<file path="src/rtl/max_scan_pkg.sv">
// Shared defaults and FSM state encoding for the max-scan controller.
package max_scan_pkg;

  localparam int ADDR_W_DEF = 16;
  localparam int DATA_W_DEF = 32;

  typedef enum logic [1:0] {
    IDLE  = 2'd0,
    SCAN  = 2'd1,
    DRAIN = 2'd2,
    DONE  = 2'd3
  } state_t;

endpackage

</file>
<file path="src/rtl/max_scan_ctrl.sv">
// Streams N words from data memory and reports their unsigned maximum.
// The address counter, comparator and FSM all live in this one module.
module max_scan_ctrl
  import max_scan_pkg::*;
#(
  parameter int ADDR_W = ADDR_W_DEF,
  parameter int DATA_W = DATA_W_DEF
) (
  input  logic              clk,
  input  logic              rst,
  input  logic              start,
  input  logic [31:0]       base_addr,
  input  logic [31:0]       len,
  output logic              busy,
  output logic              done,
  output logic [DATA_W-1:0] max_out,
  output logic              mem_rd,
  output logic [ADDR_W-1:0] mem_addr,
  input  logic [DATA_W-1:0] mem_rdata
);

  localparam logic [ADDR_W:0] MAX_N = {1'b1, {ADDR_W{1'b0}}};

  state_t            state;
  logic [ADDR_W:0]   cnt;
  logic              rd_vld_p1;
  logic              first_p1;
  logic [DATA_W-1:0] run_max_p1;

  // len==0 still scans one word; anything past the address space is clamped.
  function automatic logic [ADDR_W:0] eff_count(input logic [31:0] l);
    logic [63:0] lim;
    lim = 64'd1 << ADDR_W;
    if (l == 32'd0)
      return (ADDR_W+1)'(1);
    else if (64'(l) >= lim)
      return MAX_N;
    else
      return (ADDR_W+1)'(l);
  endfunction

  function automatic logic [DATA_W-1:0] upd_max(input logic first,
                                                input logic [DATA_W-1:0] cur,
                                                input logic [DATA_W-1:0] d);
    return (first || (d > cur)) ? d : cur;
  endfunction

  always_ff @(posedge clk) begin
    if (rst) begin
      state     <= IDLE;
      busy      <= 1'b0;
      done      <= 1'b0;
      mem_rd    <= 1'b0;
      mem_addr  <= '0;
      max_out   <= '0;
      cnt       <= '0;
      rd_vld_p1 <= 1'b0;
      first_p1  <= 1'b0;
    end else begin
      // stage p1: read data returns one cycle behind the strobe
      rd_vld_p1 <= mem_rd;
      done      <= 1'b0;
      if (rd_vld_p1)
        first_p1 <= 1'b0;
      case (state)
        IDLE: begin
          if (start) begin
            mem_addr <= base_addr[ADDR_W-1:0];
            cnt      <= eff_count(len);
            mem_rd   <= 1'b1;
            busy     <= 1'b1;
            first_p1 <= 1'b1;
            state    <= SCAN;
          end
        end
        SCAN: begin
          if (cnt == (ADDR_W+1)'(1)) begin
            mem_rd <= 1'b0;
            cnt    <= '0;
            state  <= DRAIN;
          end else begin
            mem_addr <= mem_addr + 1'b1;
            cnt      <= cnt - 1'b1;
          end
        end
        DRAIN: begin
          max_out <= upd_max(first_p1, run_max_p1, mem_rdata);
          done    <= 1'b1;
          state   <= DONE;
        end
        DONE: begin
          busy  <= 1'b0;
          state <= IDLE;
        end
        default: state <= IDLE;
      endcase
    end
  end

  // Running max is pure datapath; the first-word flag makes its reset value irrelevant.
  always_ff @(posedge clk) begin
    if (state == IDLE && start)
      run_max_p1 <= '0;
    else if (rd_vld_p1)
      run_max_p1 <= upd_max(first_p1, run_max_p1, mem_rdata);
  end

endmodule

</file>
<file path="config.mk">
export PLATFORM = sky130hd
export DESIGN_NAME = max_scan_ctrl
export DESIGN_NICKNAME = d
export VERILOG_FILES = /design/src/rtl/max_scan_pkg.sv /design/src/rtl/max_scan_ctrl.sv
export SDC_FILE = /design/constraint.sdc
export NUM_CORES = 1
export LEC_CHECK = 0
export ABC_AREA = 0
export CAP_MARGIN = 15
export CORE_MARGIN = 2
export CORE_UTILIZATION = 55
export CTS_BUF_LIST = sky130_fd_sc_hd__clkbuf_2 sky130_fd_sc_hd__clkbuf_4 sky130_fd_sc_hd__clkbuf_8
export CTS_CLUSTER_SIZE = 8
export DETAILED_ROUTE_END_ITERATION = 6
export DONT_BUFFER_PORTS = 1
export PLACE_DENSITY = 0.7
export SKIP_CTS_REPAIR_TIMING = 1
export SLEW_MARGIN = 20
export SYNTH_ARGS = -nofsm -noshare
export SYNTH_HDL_FRONTEND = slang
export SYNTH_SLANG_ARGS = --single-unit
</file>
<file path="constraint.sdc">
create_clock -name clk -period 3.9 [get_ports clk]
set_input_delay 0.78 -clock clk [delete_from_list [all_inputs] [get_ports clk]]
set_output_delay 0.78 -clock clk [all_outputs]
set_load 0.005 [all_outputs]
</file>
Yosys cells after proc, flatten, opt, wreduce, memory -nomap -nowiden

Index checks and enable logic that the tools add are counted.

Word-level logic and storage cells: 52
Flip-flop bits (word level): 104
Output and inout port bits: 51
Bits of input ports: 99

Eq/ne operators: 7
Reduce and logical (&&, ||, !) cells: 11
Magnitude comparators: 2
Add/sub/neg operators: 2
Multiplexer cells: 20

Operators with widths:

| cell                    | count |
|---|---|
| $mux W17                | 4 |
| $pmux W17 S2            | 1 |
| $ge A32 B17 Y1 const B  | 1 |
| $gt A32 B32 Y1          | 1 |
| $logic_not A32 Y1       | 1 |
| $mux W16                | 2 |
| $mux W32                | 1 |
| $pmux W16 S2            | 1 |
| $eq A17 B1 Y1 const B   | 1 |
| $sub A17 B1 Y17 const B | 1 |
| $add A16 B1 Y16 const B | 1 |
| $pmux W2 S4             | 1 |
| $mux W1                 | 6 |
| $ne A2 B2 Y1 const B    | 3 |
| $reduce_and A2 Y1       | 3 |
| $reduce_and A3 Y1       | 2 |
| $eq A2 B2 Y1 const B    | 2 |
| $mux W2                 | 2 |
| $pmux W1 S2             | 2 |
| $reduce_bool A2 Y1      | 2 |
| $eq A2 B1 Y1 const B    | 1 |
| $logic_not A2 Y1        | 1 |
| $logic_and A1 B1 Y1     | 1 |
| $logic_or A1 B1 Y1      | 1 |

Logic depth before layout (Yosys ltp)

Gate-level depths: netlist of the first run.

Depth in word-level cells: 5
Gate-level depth with buffers: 11
Depth with buffers taken out: 8

Least setup slack after synthesis of the first run

Ideal clock, no wire load.

Path type: input-to-reg
From: input mem_rdata[15]
To: register run_max_p1[0]
Path buffers: 1
Data required time: 3.828 ns
Library setup time: 0.072 ns
Slack: 1.236 ns
Stages: 8
Data arrival time: 2.592 ns
Path through: ha_1 > nand4_1 > nor4_1 > a21boi_1 > o31ai_2 > a21oi_4 > buf_6 > mux2i_1

Word-level cells in the longest chain between the ends: 3

Ends and longest elaborated chain:

| item                 | line                 | source |
|---|---|---|
| start, declared      | max_scan_ctrl.sv:19  | `input logic [DATA_W-1:0] mem_rdata` |
| $gt A32 B32 Y1       | max_scan_ctrl.sv:45  | `return (first \|\| (d > cur)) ? d : cur;` |
| $logic_or A1 B1 Y1   | max_scan_ctrl.sv:45  |  |
| $mux W32             | --                   |  |
| end signal, assigned | max_scan_ctrl.sv:105 | `run_max_p1 <= upd_max(first_p1, run_max_p1, mem_rdata);` |
| end, declared        | max_scan_ctrl.sv:28  | `logic [DATA_W-1:0] run_max_p1;` |

No other way between the ends.
A chain may end at the register's enable or synchronous reset.

Worst setup path in the final report of the first run

From: register state[1]
To: register mem_addr[6]

Word-level cells in the longest chain between the ends: 3
Elaborated cells on any way between the ends: 7
Those cells by class: eq/ne: 3; mux: 1; reduce/logical: 3

Ends and longest elaborated chain:

| item                                                                | line                | source |
|---|---|---|
| start, declared                                                     | max_scan_ctrl.sv:24 | `state_t state;` |
| start signal, assigned                                              | max_scan_ctrl.sv:50 | `state <= IDLE;` |
| start signal, assigned                                              | max_scan_ctrl.sv:73 | `state <= SCAN;` |
| start signal, assigned                                              | max_scan_ctrl.sv:80 | `state <= DRAIN;` |
| $eq A2 B1 Y1 / $logic_not A2 Y1 (equally long branches)             | max_scan_ctrl.sv:65 | `case (state)` |
| $ne A2 B2 Y1 (no line) / $reduce_bool A2 Y1 (equally long branches) | --                  |  |
| $reduce_and A3 Y1 (no line)                                         | --                  |  |
| end signal, assigned                                                | max_scan_ctrl.sv:68 | `mem_addr <= base_addr[ADDR_W-1:0];` |
| end signal, assigned                                                | max_scan_ctrl.sv:82 | `mem_addr <= mem_addr + 1'b1;` |
| end, declared                                                       | max_scan_ctrl.sv:18 | `output logic [ADDR_W-1:0] mem_addr,` |

Several ways; a longest one is shown, not always the timed one.

==> flow_summary.json, run 1 <==
{
  "final_max_slew_viol_count": 0,
  "io_buffers": 0,
  "fin_tns_setup_ps": 0,
  "final_common_cell": "dfxtp_1",
  "setup_viol": 0,
  "core_um2": 10700,
  "die_h_um": 109,
  "numCtsBuffers": 9,
  "layout_common_cells": "dfxtp_1 (104), nand2_1 (98), nor2_1 (67)",
  "cp_slowest_cell": "o21a_1",
  "grt-ovfl-total": 0,
  "synth_top_area_share_pct": 34.5,
  "path_clk_slew_ps": 100,
  "die_w_um": 109,
  "syn_avg_cell_area_um2": 8.06,
  "power_w": 0.00487,
  "max-clock-path-buffers": 2,
  "grt_usage_pct": 25.3,
  "critical_path.cell_chain": "inv_1, ha_1, buf_4, clkinv_1, o21a_1, a41oi_2, buf_4, nor2_1, a2111oi_2",
  "cp-start-kind": "flop",
  "vias_per_cell": 6.21,
  "p_per_area_nw_per_um2": 769,
  "design_area_um2": 6320,
  "period_share_pct": 82.2,
  "irDropWorstVdd_v": 0.000362,
  "nNetsFinal": 858,
  "crit_required_ps": 4170,
  "io_pins": 150,
  "die_area_um2": 11800,
  "drt-total-wl_um": 15000,
  "rows": 38,
  "synth_cell_type_count": 60,
  "yosysTopAreaCell": "dfxtp_1",
  "finClkSkew_ps": 12.6,
  "seq_area_frac_synth_pct": 34.5,
  "synth_area_leaders": "dfxtp_1 (35%), ha_1 (8.1%), nand2_1 (6.2%)",
  "drive_gt1_share_pct": 7.45,
  "path_class": "flop to flop",
  "worstMarginPinSlew_ps": 1020,
  "synth_area_um2": 6030,
  "status": "complete, no violations",
  "hp-class": "primary input to flop",
  "synth_nets": 886,
  "final_hold_viol_count": 0,
  "cts_root_buf": "clkbuf_8",
  "gp_congestion": 0.868,
  "path_common_cell": "buf_4",
  "clk_latency_ps": 380,
  "crit-reg2reg-capture": "mem_addr[6]",
  "wl_per_cell_um": 17.3,
  "max_freq_mhz": 312,
  "multiInputGateArea_um2": 3580,
  "first_pass_iters": 7,
  "yosys_warnings": 0,
  "synth_edf_count": 0,
  "fillers": 980,
  "cts_max_level": 3,
  "crit_arrival_ps": 3470,
  "setup_ws_ps": 695,
  "grt_max_degree": 74,
  "ff_latch_area_um2": 2080,
  "grt_setup_unrepaired": "no",
  "drt_iter0_markers": 383,
  "antenna_found_initial": 0,
  "antenna_cells": 0,
  "hold_depth": 1,
  "syn2layout_area_growth_pct": 4.88,
  "synthCells": 748,
  "fin_crit_ps": 3210,
  "drc": 0,
  "min_to": "cnt[4]",
  "ys_async_sr_fraction_pct": 0,
  "crit_path_max_fanout": 37,
  "clock_sinks": 104,
  "worstHoldStart": "rst",
  "cpPeakStageDelay_ps": 620,
  "r2r_start": "state[1]",
  "dp_hpwl_um": 10100,
  "ys.flop_type": "dfxtp_1",
  "cts_tree": "yes",
  "initial_utilization_pct": 56.1,
  "vias": 5372,
  "dp_slack_ps": 669,
  "synth-seq-cells": 104,
  "p_leak_nw": 2.17,
  "drv_cap": 0,
  "slew_headroom_pct": 32.0,
  "grt_pass1_vias": 5048,
  "cp-end-kind": "flop",
  "grt_pass1_wl_um": 23800,
  "r2r_setup_slack_ps": 690,
  "r2r_cells": 9,
  "placed_cell_area_um2": 6080,
  "ant_nets": 0
}
==> worst max-delay path: cells and delay by family (launching register included) <==
family | cells | cell delay [ps]
AOI/OAI and AO/OA | 3 | 1230
adders and majority gates | 1 | 140
buffers and inverters | 4 | 1260
DFF | 1 | 370
and+or+nand+nor | 1 | 90
==> report_power, final <==
group | leakage [nW] | internal, W | switching [W]
logic | 1.21 | 0.000904 | 0.00135
registers | 0.850 | 0.00145 | 0.000396
clock network | 0.109 | 0.000386 | 0.000382
total | 2.17 | 0.00274 | 0.00212
==> through the flow <==
stage	utilization, %	hold slack [ps]	std cells
after floorplan	-	448	748
after global placement	56.6	457	849
after detailed placement	56.6	465	849
after CTS	58.7	437	865
after global routing	58.8	433	865
final	58.8	469	865
==> how the worst max path moves through the flow <==
stage | start | to | slack (ps) | cells after the start
2_1_floorplan | mem_rdata[15] | run_max_p1[0] | 1240 | 8
4_1_cts | state[1] | mem_addr[6] | 760 | 9
5_1_grt | state[1] | mem_addr[6] | 480 | 9
6_report | state[1] | mem_addr[6] | 690 | 9
3_3_place_gp | mem_rdata[31] | run_max_p1[19] | 730 | 8
3_5_place_dp | mem_rdata[31] | run_max_p1[31] | 670 | 8
==> Yosys cell counts (6+ instances only) <==
cell / number
nand3_1: 48
a211oi_1: 14
nor2b_1: 8
mux2i_1: 33
buf_2: 10
a21oi_1: 29
nor2_1: 67
a221oi_2: 6
xnor2_1: 6
xor2_1: 6
a221oi_1: 7
nand2_1: 99
inv_1: 44
clkbuf_1: 34
o21ai_0: 51
nand4_1: 12
ha_1: 39
dfxtp_1: 104
nor4_1: 13
a311oi_1: 34
nor3_1: 21
==> metal layers <==
layer	vias to the layer above	part of all wire [%]	track usage [%]
li1	2643	-	-
met1	2521	41	28.9
met2	184	50	45.1
met3	24	7.3	6.58
met4	0	1.6	9.71
met5	-	0	0
==> registers in the layout, indices dropped and copies added, names as in the netlist <==
register and cells:
done 1, rd_vld_p1 1, mem_addr 16, run_max_p1 32, cnt 17, busy 1, mem_rd 1, state 2
max_out 32, first_p1 1
==> final cells by class <==
cell class / instances / area share (%)
Clock buffer: 11 / 2.30
Clock inverter: 5 / 1.27
Inverter: 45 / 2.67
Multi-Input combinational cell: 549 / 56.6
Sequential cell: 104 / 32.9
Tap cell: 140 / 2.77
Timing Repair Buffer: 11 / 1.50
==> cells by family after synthesis <==
| kind of cell | after synthesis | share of synthesized area [%] |
|---|---|---|
| xor+xnor | 12 | 1.74 |
| fa+ha+maj | 39 | 8.09 |
| flops | 104 | 34.5 |
| mux | 33 | 5.48 |
| buf+inv | 95 | 6.68 |
| simple gates | 285 | 21.9 |
| compound gates | 180 | 21.6 |
Power figures use the tool's default switching activity.
==> run 2, diff against run 1 <==
--- a/config.mk
+++ b/config.mk
@@ -13,7 +13,7 @@
 export CTS_CLUSTER_SIZE = 8
 export DETAILED_ROUTE_END_ITERATION = 6
 export DONT_BUFFER_PORTS = 1
-export PLACE_DENSITY = 0.7
+export PLACE_DENSITY = 0.73
 export SKIP_CTS_REPAIR_TIMING = 1
 export SLEW_MARGIN = 20
 export SYNTH_ARGS = -nofsm -noshare
==> constraint.sdc (replaced) <==
create_clock -name clk -period 2.7 [get_ports clk]
set_input_delay 0.54 -clock clk [delete_from_list [all_inputs] [get_ports clk]]
set_output_delay 0.54 -clock clk [all_outputs]
set_load 0.005 [all_outputs]
==> flow_summary.json, run 2 (same netlist as run 1, synthesis figures left out) <==
{
  "wl_met1_um": 6140,
  "finClkSkew_ps": 10.7,
  "final_common_cell": "dfxtp_1",
  "drive_gt1_share_pct": 9.36,
  "die_h_um": 109,
  "grt_max_degree": 74,
  "final_hold_viol_count": 0,
  "fin_crit_ps": 2520,
  "final_max_slew_viol_count": 0,
  "cp-end-kind": "flop",
  "crit_arrival_ps": 2810,
  "vias": 5494,
  "path_class": "flop to flop",
  "core_um2": 10700,
  "routed.top_layer": "met4",
  "slew_headroom_pct": 56.3,
  "hp-class": "primary input to flop",
  "setup_ws_ps": 178,
  "initial_utilization_pct": 56.1,
  "cts_max_level": 3,
  "irDropWorstVdd_v": 0.000619,
  "io_pins": 150,
  "path_clk_slew_ps": 100,
  "worstMarginPinSlew_ps": 656,
  "period_share_pct": 93.4,
  "syn2layout_area_growth_pct": 8.20,
  "vias_per_cell": 6.26,
  "antenna_found_initial": 0,
  "drt-total-wl_um": 15200,
  "max_freq_mhz": 397,
  "status": "complete, no violations",
  "wl_met2_um": 7660,
  "gp_congestion": 0.838,
  "grt_pass1_wl_um": 24100,
  "die_w_um": 109,
  "numCtsBuffers": 9,
  "ff_latch_area_um2": 2080,
  "setup_viol": 0,
  "dp_slack_ps": -61.6,
  "cp-start-kind": "flop",
  "wl_per_cell_um": 17.3,
  "grt_pass1_vias": 5245,
  "clk_latency_ps": 380,
  "reg_top3": "max_out: 32 flops, run_max_p1: 32 flops, cnt: 17 flops",
  "ant_nets": 0,
  "fillers": 941,
  "dr_wl_met3_um": 1090,
  "first_pass_iters": 5,
  "clock_sinks": 104,
  "grt_usage_pct": 25.5,
  "multiInputGateArea_um2": 3620,
  "rows": 38,
  "p_leak_nw": 2.28,
  "final_util_pct": 60.7,
  "drt_iter0_markers": 375,
  "cts_root_buf": "clkbuf_8",
  "die_area_um2": 11800,
  "grt-ovfl-total": 0,
  "io_buffers": 0,
  "drc": 0,
  "layout_common_cells": "dfxtp_1 (104), nand2_1 (98), nor2_1 (67)",
  "p_per_area_nw_per_um2": 1110,
  "drv_cap": 0,
  "cts_tree": "yes",
  "dp_hpwl_um": 10500,
  "crit_required_ps": 2990,
  "crit_path_max_fanout": 20,
  "nNetsFinal": 870,
  "antenna_cells": 0,
  "max-clock-path-buffers": 2
}
## run 2: cell count changes in the layout (fill, tap and decap cells not counted), sizes merged
cell	delta
clkinv	+1
bufinv	+1
buf	+12
clkinvlp	-2
## run 2: cell type report
class,instances,area share (%)
multi-input combinational,549,55.5
inverter,45,2.59
clock buffer,11,2.22
timing repair buffer,23,3.53
tap,140,2.69
sequential,104,31.9
clock inverter,5,1.59
## run 2: metrics by stage
stage / hold slack [ps] / std cells / total power [W] / TNS (ps) / area [um2]
3_3_place_gp: 457 / 859 / 0.00584 / 0 / 6200
6_report: 224 / 877 / 0.00725 / 0 / 6520
4_1_cts: 203 / 875 / 0.00725 / 0 / 6450
2_1_floorplan: 448 / 748 / 0.00525 / 0 / 6030
3_5_place_dp: 467 / 859 / 0.00603 / -549 / 6200
5_1_grt: 200 / 877 / 0.00783 / -63.6 / 6520
## run 2: per-layer routing
| layer | GRT usage (%) | up-vias |
|---|---|---|
| li1 | - | 2664 |
| met2 | 46.4 | 178 |
| met4 | 10.3 | 0 |
| met5 | 0 | - |
| met1 | 28.2 | 2626 |
| met3 | 6.40 | 26 |
## run 2: report_power, final
group | switching [W] | internal (W)
Clock | 0.000561 | 0.000652
Combinational | 0.00199 | 0.00140
Sequential | 0.000561 | 0.00210
## run 2: final timing paths
kind	depth (start not counted)	startpoint	to	slack (ps)
hold / removal	1	rst	done	220
setup reg to reg	10	run_max_p1[15]	max_out[14]	180
hold reg to reg	2	run_max_p1[31]	run_max_p1[31]	480
setup / recovery	10	run_max_p1[15]	max_out[14]	180
## run 2: worst max-delay path, stage by stage, from the launching register on
cell and delay [ps]:
dfxtp_1 360, inv_1 50, ha_1 310, nand4_1 210, nor4_2 360, buf_4 180
a21boi_4 210, o31a_1 170, buf_6 190, o21ai_0 90, a311oi_1 290
==> run 3, diff against run 2 <==
==> constraint.sdc (replaced) <==
create_clock -name clk -period 2.7 [get_ports clk]
set_input_delay 0.27 -clock clk [delete_from_list [all_inputs] [get_ports clk]]
set_output_delay 0.27 -clock clk [all_outputs]
set_load 0.005 [all_outputs]
==> flow_summary.json, run 3 (same netlist as run 1, synthesis figures left out) <==
{
  "status": "complete, no violations",
  "antenna_cells": 0,
  "grt_max_degree": 74,
  "wl_per_cell_um": 17.2,
  "cp-start-kind": "flop",
  "grt_usage_pct": 25.3,
  "io_buffers": 0,
  "worstHoldStart": "mem_rdata[21]",
  "final_common_cell": "dfxtp_1",
  "drt-total-wl_um": 15100,
  "grt_setup_unrepaired": "yes",
  "vias_per_cell": 6.27,
  "antenna_found_initial": 0,
  "placed_cells_incl_taps": 860,
  "nNetsFinal": 870,
  "dp_hpwl_um": 10500,
  "drv_cap": 0,
  "r2r_start": "run_max_p1[22]",
  "cpPeakStageDelay_ps": 380,
  "finClkSkew_ps": 12.0,
  "p_leak_nw": 2.24,
  "grt_pass1_wl_um": 23800,
  "numCtsBuffers": 9,
  "worstMarginPinSlew_ps": 656,
  "reg_top3": "max_out: 32 flops, run_max_p1: 32 flops, cnt: 17 flops",
  "die_area_um2": 11800,
  "clock_sinks": 104,
  "die_h_um": 109,
  "cts_tree": "yes",
  "irDropWorstVdd_v": 0.000569,
  "fin_crit_ps": 2510,
  "grt_pass1_vias": 5096,
  "gp_congestion": 0.863,
  "drc": 0,
  "setup_viol": 0,
  "path_clk_slew_ps": 100,
  "p_per_area_nw_per_um2": 1080,
  "critical_path.cell_chain": "inv_1, ha_1, nand4_1, a211o_1, a311oi_4, o21ai_2, a21oi_4, buf_12, mux2i_1",
  "drive_gt1_share_pct": 8.98,
  "cts_root_buf": "clkbuf_8",
  "power_w": 0.00696,
  "rows": 38,
  "final_max_slew_viol_count": 0,
  "design_area_um2": 6440,
  "syn2layout_area_growth_pct": 6.85,
  "hold_slack_ps": 17.3,
  "path_class": "flop to flop",
  "crit_path_max_fanout": 17,
  "layout_common_cells": "dfxtp_1 (104), nand2_1 (98), nor2_1 (67)",
  "final_hold_viol_count": 0,
  "hp-class": "primary input to flop",
  "first_pass_iters": 5,
  "slew_headroom_pct": 56.2,
  "period_share_pct": 92.9,
  "fin_tns_setup_ps": 0,
  "clk_latency_ps": 380,
  "die_w_um": 109,
  "crit_required_ps": 3000,
  "layoutNonFillerInstCount": 875,
  "placed_cell_area_um2": 6200,
  "ant_nets": 0,
  "max_freq_mhz": 399,
  "cp_slowest_cell": "dfxtp_1",
  "max-clock-path-buffers": 2,
  "crit_arrival_ps": 2810,
  "crit_family": "compound AO/OA/AOI/OAI gates",
  "drt_iter0_markers": 517,
  "vias": 5489,
  "critPathLaunch": "run_max_p1[22]",
  "critPathBufInv": 2,
  "io_pins": 150,
  "cts_max_level": 3,
  "core_um2": 10700,
  "cp-end-kind": "flop",
  "grt-ovfl-total": 0,
  "initial_utilization_pct": 56.1
}
==> run 3: changes by cell type in the layout (fill, tap and decap cells not counted), sizes merged <==
cell	change
clkbuf	+2
clkinv	-1
bufinv	-3
==> run 3: through the flow <==
stage               setup WS (ps)  utilization, %
detailed placement           37.7            57.7
global route                -29.9            60.0
floorplan                     453               -
finish                        191            60.0
CTS                          19.7            59.3
global placement              140            57.7
==> run 3: power breakdown <==
part           total, W  internal [W]  switching, W
logic           0.00339       0.00139       0.00200
registers       0.00266       0.00210      0.000562
clock network  0.000908      0.000382      0.000526
total           0.00696       0.00387       0.00308
==> run 3: final cells by class <==
| cell class | count | area (um2) |
|---|---|---|
| sequential | 104 | 2080 |
| tap | 140 | 175 |
| clock inverter | 1 | 5.00 |
| fill | 978 | 4300 |
| multi-input combinational | 549 | 3600 |
| timing repair buffer | 23 | 246 |
| inverter | 45 | 169 |
| clock buffer | 13 | 160 |
==> run 3: routing by layer <==
layer / global-route usage, % / up-vias / part of all wire [%]
met2: 44.9 / 194 / 50
met3: 6.93 / 26 / 7.7
met5: 0 / - / 0
met1: 28.9 / 2598 / 41
met4: 9.25 / 0 / 1.8
li1: - / 2671 / -
==> run 3: path summary, 6_finish.rpt <==
path / end / slack (ps) / cells past startpoint
worst max-delay path: run_max_p1[0] / 190 / 9
worst max register to register: run_max_p1[0] / 190 / 9
worst min register to register: run_max_p1[21] / 480 / 2
worst min-delay path: run_max_p1[21] / 20 / 2
